### src/rtl/uart_tx_param.sv
// uart_tx_param: parametrised UART transmitter with a TX FIFO.
//
// Serialises words from a small FIFO onto data_tx. Each frame is one start bit, DATA_BITS data
// bits (LSB first), an optional parity bit and one or two stop bits. Baud divisor, parity mode
// and stop-bit count are sampled when a frame starts. Back-to-back frames leave no idle clock.
//
// Ports:
//   clock        system clock, rising edge
//   reset_n      asynchronous active-low reset
//   baud_div     bit period = baud_div + 1 clocks
//   parity_mode  00/11 none, 01 even, 10 odd
//   two_stop     1: two stop bits, 0: one
//   break_req    (only with UART_TX_BREAK_EN) hold the line low at a frame boundary
//   in_valid     host offers in_data
//   in_ready     FIFO not full
//   in_data      word to send
//   data_tx      serial line, idle high, registered
//   active_flag  high while any frame (or break) bit is on the line
//   done_flag    one-cycle pulse in the last clock of a frame's final stop bit
//   fifo_count   words held in the FIFO
//
// Optional feature: define UART_TX_BREAK_EN to add the break_req input and break generation.

module uart_tx_param #(
  parameter int unsigned DATA_BITS  = 8,
  parameter int unsigned DIV_WIDTH  = 16,
  parameter int unsigned FIFO_DEPTH = 4,
  parameter int unsigned CNT_WIDTH  = $clog2(FIFO_DEPTH) + 1
) (
  input  logic                 clock,
  input  logic                 reset_n,
  input  logic [DIV_WIDTH-1:0] baud_div,
  input  logic [1:0]           parity_mode,
  input  logic                 two_stop,
`ifdef UART_TX_BREAK_EN
  input  logic                 break_req,
`endif
  input  logic                 in_valid,
  output logic                 in_ready,
  input  logic [DATA_BITS-1:0] in_data,
  output logic                 data_tx,
  output logic                 active_flag,
  output logic                 done_flag,
  output logic [CNT_WIDTH-1:0] fifo_count
);

  localparam int unsigned PtrW = $clog2(FIFO_DEPTH);
  localparam int unsigned IdxW = $clog2(DATA_BITS);

  typedef enum logic [2:0] {
    StIdle,
    StStart,
    StData,
    StParity,
    StStop
`ifdef UART_TX_BREAK_EN
    ,
    StBreak,
    StBreakGap
`endif
  } state_e;

  // FIFO
  logic [DATA_BITS-1:0] mem_q [FIFO_DEPTH];
  logic [PtrW-1:0]      wr_ptr_q, wr_ptr_d;
  logic [PtrW-1:0]      rd_ptr_q, rd_ptr_d;
  logic [CNT_WIDTH-1:0] count_q, count_d;
  logic                 push, pop, fifo_empty;
  logic [DATA_BITS-1:0] head;

  // Transmitter
  state_e               state_q, state_d;
  logic                 tx_q, tx_d;
  logic [DIV_WIDTH-1:0] baud_cnt_q, baud_cnt_d;
  logic [DIV_WIDTH-1:0] div_q, div_d;
  logic [DATA_BITS-1:0] shift_q, shift_d;
  logic [IdxW-1:0]      bit_idx_q, bit_idx_d;
  logic                 par_en_q, par_en_d;
  logic                 par_bit_q, par_bit_d;
  logic                 two_stop_q, two_stop_d;
  logic                 stop_idx_q, stop_idx_d;
  logic                 bit_end, done, try_start;

  assign in_ready   = (count_q != CNT_WIDTH'(FIFO_DEPTH));
  assign push       = in_valid & in_ready;
  assign fifo_empty = (count_q == '0);
  assign head       = mem_q[rd_ptr_q];
  assign bit_end    = (baud_cnt_q == div_q);

  always_comb begin
    wr_ptr_d = wr_ptr_q + PtrW'(push);
    rd_ptr_d = rd_ptr_q + PtrW'(pop);
    count_d  = count_q + CNT_WIDTH'(push) - CNT_WIDTH'(pop);
  end

  // Storage needs no reset: entries are only read after being written.
  always_ff @(posedge clock) begin
    if (push) begin
      mem_q[wr_ptr_q] <= in_data;
    end
  end

  always_comb begin
    state_d    = state_q;
    tx_d       = tx_q;
    baud_cnt_d = bit_end ? '0 : baud_cnt_q + DIV_WIDTH'(1);
    div_d      = div_q;
    shift_d    = shift_q;
    bit_idx_d  = bit_idx_q;
    par_en_d   = par_en_q;
    par_bit_d  = par_bit_q;
    two_stop_d = two_stop_q;
    stop_idx_d = stop_idx_q;
    pop        = 1'b0;
    done       = 1'b0;
    try_start  = 1'b0;

    unique case (state_q)
      StIdle: begin
        baud_cnt_d = '0;
        try_start  = 1'b1;
      end
      StStart: begin
        if (bit_end) begin
          state_d   = StData;
          tx_d      = shift_q[0];
          bit_idx_d = '0;
        end
      end
      StData: begin
        if (bit_end) begin
          if (bit_idx_q == IdxW'(DATA_BITS - 1)) begin
            if (par_en_q) begin
              state_d = StParity;
              tx_d    = par_bit_q;
            end else begin
              state_d    = StStop;
              tx_d       = 1'b1;
              stop_idx_d = 1'b0;
            end
          end else begin
            bit_idx_d = bit_idx_q + IdxW'(1);
            shift_d   = shift_q >> 1;
            tx_d      = shift_q[1];
          end
        end
      end
      StParity: begin
        if (bit_end) begin
          state_d    = StStop;
          tx_d       = 1'b1;
          stop_idx_d = 1'b0;
        end
      end
      StStop: begin
        if (bit_end) begin
          if (two_stop_q && !stop_idx_q) begin
            stop_idx_d = 1'b1;
          end else begin
            done      = 1'b1;
            try_start = 1'b1;
          end
        end
      end
`ifdef UART_TX_BREAK_EN
      StBreak: begin
        baud_cnt_d = '0;
        if (!break_req) begin
          // Mandatory one-bit-period mark after a break, at the current divisor.
          state_d = StBreakGap;
          tx_d    = 1'b1;
          div_d   = baud_div;
        end
      end
      StBreakGap: begin
        if (bit_end) begin
          try_start = 1'b1;
        end
      end
`endif
      default: begin
        state_d = StIdle;
        tx_d    = 1'b1;
      end
    endcase

    // Frame boundary: a break takes priority over queued data.
    if (try_start) begin
`ifdef UART_TX_BREAK_EN
      if (break_req) begin
        state_d    = StBreak;
        tx_d       = 1'b0;
        baud_cnt_d = '0;
      end else
`endif
      if (!fifo_empty) begin
        pop        = 1'b1;
        state_d    = StStart;
        tx_d       = 1'b0;
        baud_cnt_d = '0;
        shift_d    = head;
        div_d      = baud_div;
        par_en_d   = (parity_mode == 2'b01) || (parity_mode == 2'b10);
        par_bit_d  = (^head) ^ (parity_mode == 2'b10);
        two_stop_d = two_stop;
      end else begin
        state_d = StIdle;
        tx_d    = 1'b1;
      end
    end
  end

  always_ff @(posedge clock or negedge reset_n) begin
    if (!reset_n) begin
      wr_ptr_q   <= '0;
      rd_ptr_q   <= '0;
      count_q    <= '0;
      state_q    <= StIdle;
      tx_q       <= 1'b1;
      baud_cnt_q <= '0;
      div_q      <= '0;
      shift_q    <= '0;
      bit_idx_q  <= '0;
      par_en_q   <= 1'b0;
      par_bit_q  <= 1'b0;
      two_stop_q <= 1'b0;
      stop_idx_q <= 1'b0;
    end else begin
      wr_ptr_q   <= wr_ptr_d;
      rd_ptr_q   <= rd_ptr_d;
      count_q    <= count_d;
      state_q    <= state_d;
      tx_q       <= tx_d;
      baud_cnt_q <= baud_cnt_d;
      div_q      <= div_d;
      shift_q    <= shift_d;
      bit_idx_q  <= bit_idx_d;
      par_en_q   <= par_en_d;
      par_bit_q  <= par_bit_d;
      two_stop_q <= two_stop_d;
      stop_idx_q <= stop_idx_d;
    end
  end

  assign data_tx     = tx_q;
  assign active_flag = (state_q != StIdle);
  assign done_flag   = done;
  assign fifo_count  = count_q;

endmodule

### config.mk
export PLATFORM = sky130hd
export DESIGN_NAME = uart_tx_param
export DESIGN_NICKNAME = d
export VERILOG_FILES = /design/src/rtl/uart_tx_param.sv
export SDC_FILE = /design/constraint.sdc
export NUM_CORES = 1
export LEC_CHECK = 0
export CAP_MARGIN = 30
export CORE_UTILIZATION = 30
export DETAILED_ROUTE_END_ITERATION = 12
export PLACE_DENSITY = 0.55
export SETUP_SLACK_MARGIN = 0.4
export SLEW_MARGIN = 20
export SYNTH_ARGS = -nofsm -noshare
export SYNTH_HDL_FRONTEND = slang
export SYNTH_SLANG_ARGS = --single-unit
### constraint.sdc
create_clock -name clock -period 3.1 [get_ports clock]
set_input_delay 0.465 -clock clock [delete_from_list [all_inputs] [get_ports clock]]
set_output_delay 0.465 -clock clock [all_outputs]
set_load 0.05 [all_outputs]
* Word-level counts from Yosys, hierarchy flattened
Memory sizes are Yosys's and may differ from the RTL's.
Index checks and enable logic that the tools add are counted.
** Storage, ports and cells
- Flip-flop bits (word level) :: 58
- Bits in writable memories :: 32
- Input bits :: 30
- Output and inout port bits :: 7
- Word-level logic and storage cells :: 104
- Memories kept :: 1
** Memories
- mem_q :: depth 4, bits a word 8, read ports 1, clocked after Yosys merged registers in 0, write ports 1, RTL line 64 : logic [DATA_BITS-1:0] mem_q [FIFO_DEPTH];
** Operators by class
- $add $sub $neg :: 6
- Equality and inequality tests :: 22
- Mux-type cells :: 44
- Bitwise gates (word level) :: 3
- Reduce and logical (&&, ||, !) cells :: 15
** Operators with widths (count)
- 16-bit two-way mux :: 4
- 8-bit two-way mux :: 5
- 3-bit two-way mux :: 9
- 1-bit two-way mux :: 21
- 16-bit by 1-bit adder with 16-bit output (second input constant) :: 1
- 16-bit == test :: 1
- 2-bit inequality test (second input constant) :: 8
- 3-bit inequality test (second input constant) :: 5
- 3-bit one-hot mux with 4 select lines :: 1
- 4-bit AND reduction :: 2
- 8-bit parity :: 1
- 7-bit AND reduction :: 1
- 3-bit by 2-bit == test with 1-bit output (second input constant) :: 2
- 3-bit == test (second input constant) :: 2
- 3-bit logical NOT :: 2
- 3-bit one-hot mux with 2 select lines :: 1
- 3-bit nonzero test :: 2
- 5-bit AND reduction :: 1
- 2-bit by 1-bit adder with 2-bit output :: 2
- 1-bit one-hot mux with 4 select lines :: 1
- 3-bit by 1-bit adder with 3-bit output :: 1
- 3-bit by 1-bit adder with 3-bit output (second input constant) :: 1
- 3-bit by 1-bit == test with 1-bit output (second input constant) :: 1
- 1-bit one-hot mux with 3 select lines :: 1
- other kinds (14) :: 14

* Depth between registers and ports, before layout
Gate-level depths: netlist (run 1).
- Depth after elaboration :: 7
- Depth in mapped cells :: 14
- Gate-level depth less buffers :: 11

* Worst setup path after synthesis (run 1)
No wires, ideal clock.
- Path kind :: register to register
- From :: register baud_cnt_q[9]
- To :: register count_q[2], in the netlist fifo_count[2]
- Library setup time :: 0.145 ns
- Arrival time :: 2.793 ns
- Data required time :: 2.955 ns
- Path slack :: 0.162 ns
- Cell stages (with the launch flop) :: 14
- Path through :: dfrtp_1 xnor2_1 nand4_1 nor4_2 and2_0 buf_2 o21a_4 buf_4 xnor2_1 ha_1 inv_1 fa_1 xnor2_1 xnor2_1
** Between the ends
- Word-level cells in the longest chain between the ends :: 5
** Ends and longest elaborated chain
- start: declaration :: RTL line 74 : logic [DIV_WIDTH-1:0] baud_cnt_q, baud_cnt_d;
- start signal: assignment :: RTL line 234 : baud_cnt_q <= baud_cnt_d;
- 16-bit == test :: RTL line 88 : assign bit_end = (baud_cnt_q == div_q);
- 1-bit two-way mux :: RTL line 156 : if (bit_end) begin
- 1-bit one-hot mux with 2 select lines :: RTL line 118 : unique case (state_q)
- 1-bit two-way mux :: RTL line 188 : if (try_start) begin
- 3-bit by 1-bit subtractor with 3-bit output :: RTL line 93 : count_d = count_q + CNT_WIDTH'(push) - CNT_WIDTH'(pop);
- via count_d[2] :: RTL line 67 : logic [CNT_WIDTH-1:0] count_q, count_d;
- end signal: assignment :: RTL line 231 : count_q <= count_d;
- end: declaration :: RTL line 67
The timed path passes the listed nets, and every way through them passes these cells.
A chain may end at the register's enable or synchronous reset.

* Worst setup path in the final report (run 1)
- From :: register state_q[2]
- To :: output active_flag
** Between the ends
- Word-level cells in the longest chain between the ends :: 1
** Ends and longest elaborated chain
- start: declaration :: RTL line 72 : state_e state_q, state_d;
- start signal: assignment :: RTL line 218 : state_q <= StIdle;
- start signal: assignment :: RTL line 232 : state_q <= state_d;
- 3-bit nonzero test :: RTL line 246 : assign active_flag = (state_q != StIdle);
- end: declaration :: RTL line 42 : output logic active_flag,
Every way passes these cells.

==> results of run 1 <==
## layout by cell type, fill, tap and decap left out, types with 9 or more instances in the layout
cell type        synthesis  layout
xor2_1                  15      15
edfxtp_1                32      32
nor2_1                  29      29
clkdlybuf4s50_1          0      34
inv_1                   12      12
dfrtp_1                 57      55
nand2_1                 15      15
mux2_2                  27      27
xnor2_1                 28      27
buf_4                    3      10
clkbuf_16                0       9
## synth_stat cells (3+ instances only)
cell,n
mux2_2,27
a21oi_1,4
clkbuf_1,4
xnor2_1,28
o21ai_0,8
xor2_1,15
nand2_1,15
nand4_1,5
buf_4,3
inv_1,12
nand2b_1,3
mux4_1,6
mux2_1,4
ha_1,6
dfrtp_1,57
edfxtp_1,32
nor2_1,29
and3_1,5
nand3_1,7
## worst min path at each step
stage,from,to
2_1_floorplan,reset_n,baud_cnt_q[0]
3_3_place_gp,bit_idx_q[2],bit_idx_q[2]
3_5_place_dp,bit_idx_q[1],bit_idx_q[1]
4_1_cts,reset_n,bit_idx_q[2]
5_1_grt,reset_n,baud_cnt_q[0]
6_report,reset_n,div_q[3]
## through the flow
stage / utilization / instance area, um2 / std cells / setup WS [ns]
after floorplan: - / 4140 / 305 / 0.356
after global placement: 0.353 / 4710 / 514 / 0.392
after detailed placement: 0.353 / 4710 / 514 / 0.382
after CTS: 0.377 / 5030 / 531 / 0.525
after global routing: 0.379 / 5060 / 532 / 0.387
final: 0.379 / 5060 / 532 / 0.523
## timing repair
action	in CTS	in global routing
resized for setup	1	5
setup endpoints to repair	2	19
pin swaps	0	3
setup buffers	1	1
## critical path, cell delays in order (launching register included)
cell and delay (ns):
dfrtp_1 0.49, nor3_2 0.40, inv_1 0.15, clkdlybuf4s50_1 0.72
## flip-flops by register name (all words and copies together), names as in the netlist
register,flops
shift_q,8
data_tx,1
mem_q,32
baud_cnt_q,16
two_stop_q,1
fifo_count,3
state_q,3
rd_ptr_q,2
par_bit_q,1
par_en_q,1
stop_idx_q,1
div_q,16
wr_ptr_q,2
bit_idx_q,3
## per-layer routing
metal / GRT usage / share of wire / vias up / wire (um)
met5: 0 / 0 / - / 0
li1: - / - / 1174 / -
met3: 0.0378 / 0.037 / 11 / 283
met2: 0.203 / 0.51 / 39 / 3870
met1: 0.145 / 0.44 / 1189 / 3300
met4: 0.0443 / 0.017 / 0 / 125
## cells by family (layout without fill, tap and decap cells)
kind of cell | Yosys count | in the layout | synth area share
AND/OR/NAND/NOR | 76 | 76 | 0.0883
flip-flops | 90 | 90 | 0.585
buffers and inverters | 23 | 74 | 0.0264
AO/OA/AOI/OAI | 23 | 23 | 0.0392
XOR/XNOR | 44 | 44 | 0.0953
adder cells (fa/ha/maj) | 7 | 7 | 0.0231
multiplexers | 42 | 42 | 0.142
## cell type report
type / count / area (um2) / area share
clock buffers: 9 / 225 / 0.0445
clock inverters: 7 / 83.8 / 0.0166
inverters: 12 / 45.0 / 0.00890
multi-input cells: 192 / 1630 / 0.322
flip-flops and latches: 90 / 2420 / 0.477
well taps: 176 / 220 / 0.0435
repair buffers: 46 / 440 / 0.0870
## power groups by stage
stage | logic (W) | clock network [W] | registers (W)
after floorplan | 0.00123 | 0 | 0.00193
after global placement | 0.00158 | 0 | 0.00196
after detailed placement | 0.00161 | 0 | 0.00197
after CTS | 0.00163 | 0.00116 | 0.00195
after global routing | 0.00178 | 0.00122 | 0.00201
final | 0.00160 | 0.00112 | 0.00195
==> impl_metrics.tcl, run 1 <==
set metrics [dict create \
    outcome "finished clean" \
    power_w 0.00467 \
    rrSetupSlack_ns 0.60 \
    relSlewSlack 0.472 \
    r2r-end "fifo_count[2]" \
    drive_gt1_frac 0.197 \
    ys_seq_elements 90 \
    path_clk_slew_ns 0.07 \
    fin_setup_tns_ns 0 \
    hold_viol_final 0 \
    synth_area_leader_cell "dfrtp_1" \
    drtIter0Drc 119 \
    sw_frac_of_total 0.332 \
    antenna_found_initial 0 \
    fin_crit_sh 0.831 \
    pwr-share-comb 0.343 \
    synth-edff-count 32 \
    critPathKind "reg2out" \
    avgSynthCellArea_um2 13.5 \
    rr_startpoint "baud_cnt_q[12]" \
    grt_first_pass_wirelength_um 13100 \
    holdWs_ns 0.206 \
    total_leakage_power_nw 2.02 \
    die_area_mm2 0.0142 \
    internal_power_w 0.00312 \
    cts_sinks 90 \
    vdd_drop_max_mv 0.434 \
    maxSlewViolCount 0 \
    clock_power_share 0.240 \
    synthFlopType "dfrtp_1" \
    synth_top_cell_area_share 0.346 \
    netlist_top_cells_area "dfrtp_1, edfxtp_1, mux2_2" \
    io_pins 37 \
    portBuffers 36 \
    grt_use_total 0.121 \
    max_cap_violations 0 \
    setup_viol 0 \
    antenna_cells 0 \
    row_count 42 \
    grt_max_degree 37 \
    cts_root_buf "clkbuf_16" \
    synth_cells 305 \
    synth_area_mm2 0.00412 \
    cp.arrival_ns 2.11 \
    coreArea_mm2 0.0133 \
    ctsHtreeMaxLevel 3 \
    hpwlAfterDp_um 5330 \
    place_congestion 0.774 \
    ys_types 46 \
    clk_latency_ns 0.34 \
    crit_end "active_flag" \
    drt-pass1-iter-count 4 \
    routed-via-count 2413 \
    yosysSeqAreaShare 0.585 \
    path_max_fanout 11 \
    layout_min_cycle_time_ns 2.58 \
    switchingPower_w 0.00155 \
    cts_tree "done" \
    startpoint "state_q[2]" \
    grt_pass1_vias 2576 \
    fin_worst_skew_ns 0.00765 \
    hold_buffers 0 \
    tightest_slew_ns 0.792 \
    max_freq_mhz 388 \
    crit_path_start_kind "flip-flop" \
    synth_warnings 0 \
    routed_wl_um 7570 \
    n_fill_cell 1310 \
    grt_overflow 0 \
    syn_to_final_growth_pct 22.7 \
    cts_buffer_depth 2 \
    initial_core_util 0.309 \
    powerDensity_mw_per_mm2 923 \
    cts_buffers 9 \
    drc 0 \
    rr_worst_depth 11 \
    fp.dieH_um 119 \
    die_x_um 119 \
    required_ns 2.63 \
    endpoint_kind "output pin" \
    nets 388 \
    pwr-share-seq 0.417 \
    hp-class "in2async" \
    routed_via_density 4.54 \
    async_flop_share 0.644 \
    wl_per_cell_um 14.2 \
    syn_nets 342 \
    rsz0062_at_grt "false" \
    postRouteAntennaNets 0 \
]
Power figures use the tool's default switching activity.
==> run 2, diff against run 1 <==
==> constraint.sdc (replaced) <==
create_clock -name clock -period 2.65 [get_ports clock]
set_input_delay 0.3975 -clock clock [delete_from_list [all_inputs] [get_ports clock]]
set_output_delay 0.3975 -clock clock [all_outputs]
set_load 0.05 [all_outputs]
==> impl_metrics.tcl, run 2 (same netlist as run 1, synthesis figures left out) <==
set metrics [dict create \
    fin_setup_tns_ns 0 \
    rsz0062_at_grt "true" \
    fin_crit_sh 0.956 \
    endpoint_kind "flip-flop" \
    required_ns 2.87 \
    ctsHtreeMaxLevel 3 \
    portBuffers 36 \
    top_regs "mem_q x32, baud_cnt_q x16, div_q x16" \
    tightest_slew_ns 0.671 \
    critPathKind "reg2reg" \
    antenna_found_initial 0 \
    pre_cts_ws_ns 0.0234 \
    antenna_cells 0 \
    relSlewSlack 0.553 \
    setup_viol 0 \
    pwr-share-seq 0.373 \
    routed_wl_um 8390 \
    drtIter0Drc 78 \
    internal_power_w 0.00409 \
    vdd_drop_max_mv 0.503 \
    placed_area_mm2 0.00478 \
    pwr-share-comb 0.417 \
    hpwlAfterDp_um 5280 \
    hp-class "in2async" \
    hold_buffers 0 \
    layout_common_cells "dfrtp_1, clkdlybuf4s50_1, edfxtp_1" \
    routed-via-count 2569 \
    grt_first_pass_wirelength_um 13100 \
    cp.arrival_ns 2.75 \
    grt_pass1_vias 2623 \
    grt_max_degree 29 \
    coreArea_mm2 0.0133 \
    path_clk_slew_ns 0.06 \
    cts_root_buf "clkbuf_16" \
    clk_latency_ns 0.34 \
    cts_buffers 9 \
    stdcell_count 563 \
    fin_worst_skew_ns 0.00886 \
    layout_setup_ws_ns 0.118 \
    row_count 42 \
    grt_overflow 0 \
    power_w 0.00601 \
    finalInstanceArea_mm2 0.00553 \
    crit_path_start_kind "flip-flop" \
    die_x_um 119 \
    drive_gt1_frac 0.289 \
    die_area_mm2 0.0142 \
    postRouteAntennaNets 0 \
    cts_tree "done" \
    clock_power_share 0.210 \
    drc 0 \
    grt_use_total 0.121 \
    hold_viol_final 0 \
    maxSlewViolCount 0 \
    wl_per_cell_um 14.9 \
    powerDensity_mw_per_mm2 1090 \
    drt-pass1-iter-count 4 \
    syn_to_final_growth_pct 34.0 \
    switchingPower_w 0.00192 \
    max_flop_register "mem_q" \
    cts_sinks 90 \
    mostFrequentLayoutCell "dfrtp_1" \
    sw_frac_of_total 0.320 \
    dp.cells 521 \
    fp.dieH_um 119 \
    outcome "finished clean" \
    path_max_fanout 2 \
    cts_buffer_depth 2 \
    max_freq_mhz 395 \
    initial_core_util 0.309 \
    place_congestion 0.773 \
    largest_reg_flops 32 \
    routed_via_density 4.56 \
    layout_min_cycle_time_ns 2.53 \
    total_leakage_power_nw 2.28 \
    io_pins 37 \
    max_cap_violations 0 \
    nets 419 \
]
==> run 2: per-layer routing <==
metal  track usage  routed length [um]  vias up
li1              -                   -     1238
met5             0                   0        -
met1         0.149                3790     1277
met2         0.203                4210       46
met3        0.0350                 295        8
met4        0.0356                  89        0
==> run 2: final timing paths <==
check,start,end,slack (ns),cells after the start
setup / recovery,div_q[14],fifo_count[2],0.12,11
hold / removal,reset_n,div_q[0],0.09,1
setup reg to reg,div_q[14],fifo_count[2],0.12,11
hold reg to reg,data_tx,data_tx,0.49,1
max in group asynchronous,reset_n,baud_cnt_q[7],1.87,2
min in group clock,data_tx,data_tx,0.49,1
==> run 2: metrics by stage <==
step | hold WS, ns | util
floorplan | 0.102 | -
global placement | 0.464 | 0.358
detailed placement | 0.478 | 0.358
CTS | 0.110 | 0.390
global route | 0.142 | 0.414
finish | 0.0895 | 0.414
==> run 2: layout make-up <==
class	instances	area (um2)
fill	1251	7820
sequential	90	2420
multi-input combinational	192	1750
timing repair buffer	77	792
clock buffer	10	229
tap	176	220
clock inverter	6	67.6
inverter	12	45.0
==> run 2: power groups by stage <==
stage / clock [W] / sequential [W] / combinational [W]
floorplan: 0 / 0.00226 / 0.00145
global placement: 0 / 0.00227 / 0.00194
detailed placement: 0 / 0.00228 / 0.00196
CTS: 0.00130 / 0.00225 / 0.00210
global route: 0.00135 / 0.00231 / 0.00271
finish: 0.00126 / 0.00224 / 0.00250
==> run 2: worst max-delay path, stage by stage, from the launching register on <==
cell and delay, ns:
dfrtp_1 0.41, xnor2_2 0.18, nand4_1 0.17, nor4_4 0.38, and2_4 0.21, o21a_4 0.13, xnor2_2 0.10, ha_2 0.19
inv_2 0.03, fa_2 0.34, xnor2_2 0.14, xnor2_1 0.13
==> run 2: what timing repair did <==
action | in CTS | in global routing
endpoints found under the setup margin | 29 | 29
cloned | 1 | 1
pin swaps | 5 | 4
resized for setup | 14 | 43
setup buffers | 7 | 17
==> run 3, diff against run 2 <==
--- a/config.mk
+++ b/config.mk
@@ -10,6 +10,7 @@
 export DETAILED_ROUTE_END_ITERATION = 12
 export PLACE_DENSITY = 0.55
 export SETUP_SLACK_MARGIN = 0.4
+export SKIP_LAST_GASP = 1
 export SLEW_MARGIN = 20
 export SYNTH_ARGS = -nofsm -noshare
 export SYNTH_HDL_FRONTEND = slang
==> impl_metrics.tcl, run 3 (same netlist as run 1, synthesis figures left out) <==
set metrics [dict create \
    nets 419 \
    rr_startpoint "div_q[14]" \
    dp.cells 521 \
    maxSlewViolCount 0 \
    fin_worst_skew_ns 0.00915 \
    endpoint_kind "flip-flop" \
    ctsHtreeMaxLevel 3 \
    syn_to_final_growth_pct 32.9 \
    fin_setup_tns_ns 0 \
    mostFrequentLayoutCell "dfrtp_1" \
    wl_per_cell_um 14.6 \
    stdcell_count 563 \
    tightest_slew_ns 0.674 \
    cp.arrival_ns 2.73 \
    crit_buf_inv 1 \
    rr_worst_depth 11 \
    io_pins 37 \
    grt_first_pass_wirelength_um 13100 \
    grt_max_degree 29 \
    vdd_drop_max_mv 0.505 \
    layout_common_cells "dfrtp_1, clkdlybuf4s50_1, edfxtp_1" \
    critPathKind "reg2reg" \
    cts_tree "done" \
    grt_use_total 0.121 \
    cts_buffer_depth 2 \
    clk_latency_ns 0.34 \
    drc 0 \
    drtIter0Drc 77 \
    postRouteAntennaNets 0 \
    critPathSlowestCell "dfrtp_1" \
    coreArea_mm2 0.0133 \
    grt_pass1_vias 2623 \
    hpwlAfterDp_um 5280 \
    antenna_cells 0 \
    n_fill_cell 1252 \
    routed_via_density 4.53 \
    outcome "finished clean" \
    row_count 42 \
    largest_reg_flops 32 \
    top_regs "mem_q x32, baud_cnt_q x16, div_q x16" \
    cts_buffers 9 \
    place_congestion 0.773 \
    setup_viol 0 \
    relSlewSlack 0.551 \
    required_ns 2.87 \
    fin_crit_sh 0.949 \
    crit_path_start_kind "flip-flop" \
    path_depth 11 \
    drive_gt1_frac 0.284 \
    max_cap_violations 0 \
    die_area_mm2 0.0142 \
    layout_min_cycle_time_ns 2.51 \
    slowest_delay_ns 0.41 \
    max_freq_mhz 398 \
    path_clk_slew_ns 0.06 \
    total_leakage_power_nw 2.25 \
    rrSetupSlack_ns 0.14 \
    max_flop_register "mem_q" \
    path_cells "xnor2_2 -> nand4_1 -> nor4_4 -> and2_4 -> o21a_4 -> xnor2_2 -> ha_2 -> inv_2 -> fa_2 -> xnor2_2 -> xnor2_1" \
    routed_wl_um 8240 \
    antenna_found_initial 0 \
    drt-pass1-iter-count 4 \
    initial_core_util 0.309 \
    hp-class "in2async" \
    hold_viol_final 0 \
    path_max_fanout 2 \
    cts_sinks 90 \
    portBuffers 36 \
    rsz0062_at_grt "true" \
    hold_buffers 0 \
    grt_overflow 0 \
    multi_input_area_mm2 0.00172 \
    path_delay_family "simple AND/OR/NAND/NOR gates" \
    cpMostUsedCell "xnor2_2" \
    r2r-end "fifo_count[2]" \
    seqCellArea_mm2 0.00242 \
    routed-via-count 2553 \
    powerDensity_mw_per_mm2 1080 \
    fp.dieH_um 119 \
    cts_root_buf "clkbuf_16" \
    die_x_um 119 \
]
## run 3: changes by cell type in the layout (fill, tap and decap cells not counted), sizes merged
cell and delta:
buf -1, bufbuf +1
## run 3: how the worst max path moves through the flow
stage / start / endpoint / slack (ns)
after CTS: baud_cnt_q[13] / fifo_count[2] / 0.08
after floorplan: baud_cnt_q[0] / fifo_count[2] / -0.07
after detailed placement: baud_cnt_q[14] / fifo_count[2] / 0.02
final: div_q[14] / fifo_count[2] / 0.14
after global placement: baud_cnt_q[14] / fifo_count[2] / 0.05
after global routing: div_q[14] / fifo_count[2] / -0.03
## run 3: final cells by class
class,count,share of cell area
sequential,90,0.441
multi-input combinational,192,0.314
timing repair buffer,77,0.142
clock buffer,10,0.0418
tap,176,0.0402
clock inverter,6,0.0123
inverter,12,0.00822
## run 3: metrics by stage
step	instance area [um2]	total power [W]	hold WS (ns)	setup WS [ns]	util
finish	5480	0.00592	0.0955	0.136	0.410
global route	5480	0.00628	0.142	-0.0257	0.410
CTS	5210	0.00565	0.110	0.0784	0.390
detailed placement	4780	0.00424	0.478	0.0234	0.358
global placement	4780	0.00420	0.464	0.0482	0.358
floorplan	4150	0.00371	0.102	-0.0671	-
## run 3: worst register-to-register path, delay by kind of cell (launching register included)
family                   cells  cell delay, ns
AO/OA/AOI/OAI                1            0.13
XOR/XNOR                     4            0.55
adder cells (fa/ha/maj)      2            0.53
buffers and inverters        1            0.03
flip-flops                   1            0.41
AND/OR/NAND/NOR              3            0.75
## run 3: where the power goes
part	internal, W	total [W]	switching, W
clock network	0.000732	0.00126	0.000528
registers	0.00190	0.00223	0.000332
logic	0.00139	0.00242	0.00103
total	0.00403	0.00592	0.00189
## run 3: timing repair
action | in CTS | in global routing
setup buffers | 7 | 17
endpoints found under the hold margin | 0 | 0
setup endpoints to repair | 29 | 29
resized for setup | 14 | 28
gates cloned | 1 | 1
pin swaps | 5 | 2
## run 3: per-layer routing
layer | routed length, um | GRT usage | vias up
met4 | 91 | 0.0356 | 0
li1 | - | - | 1239
met2 | 4130 | 0.203 | 42
met1 | 3710 | 0.149 | 1264
met3 | 306 | 0.0350 | 8
met5 | 0 | 0 | -
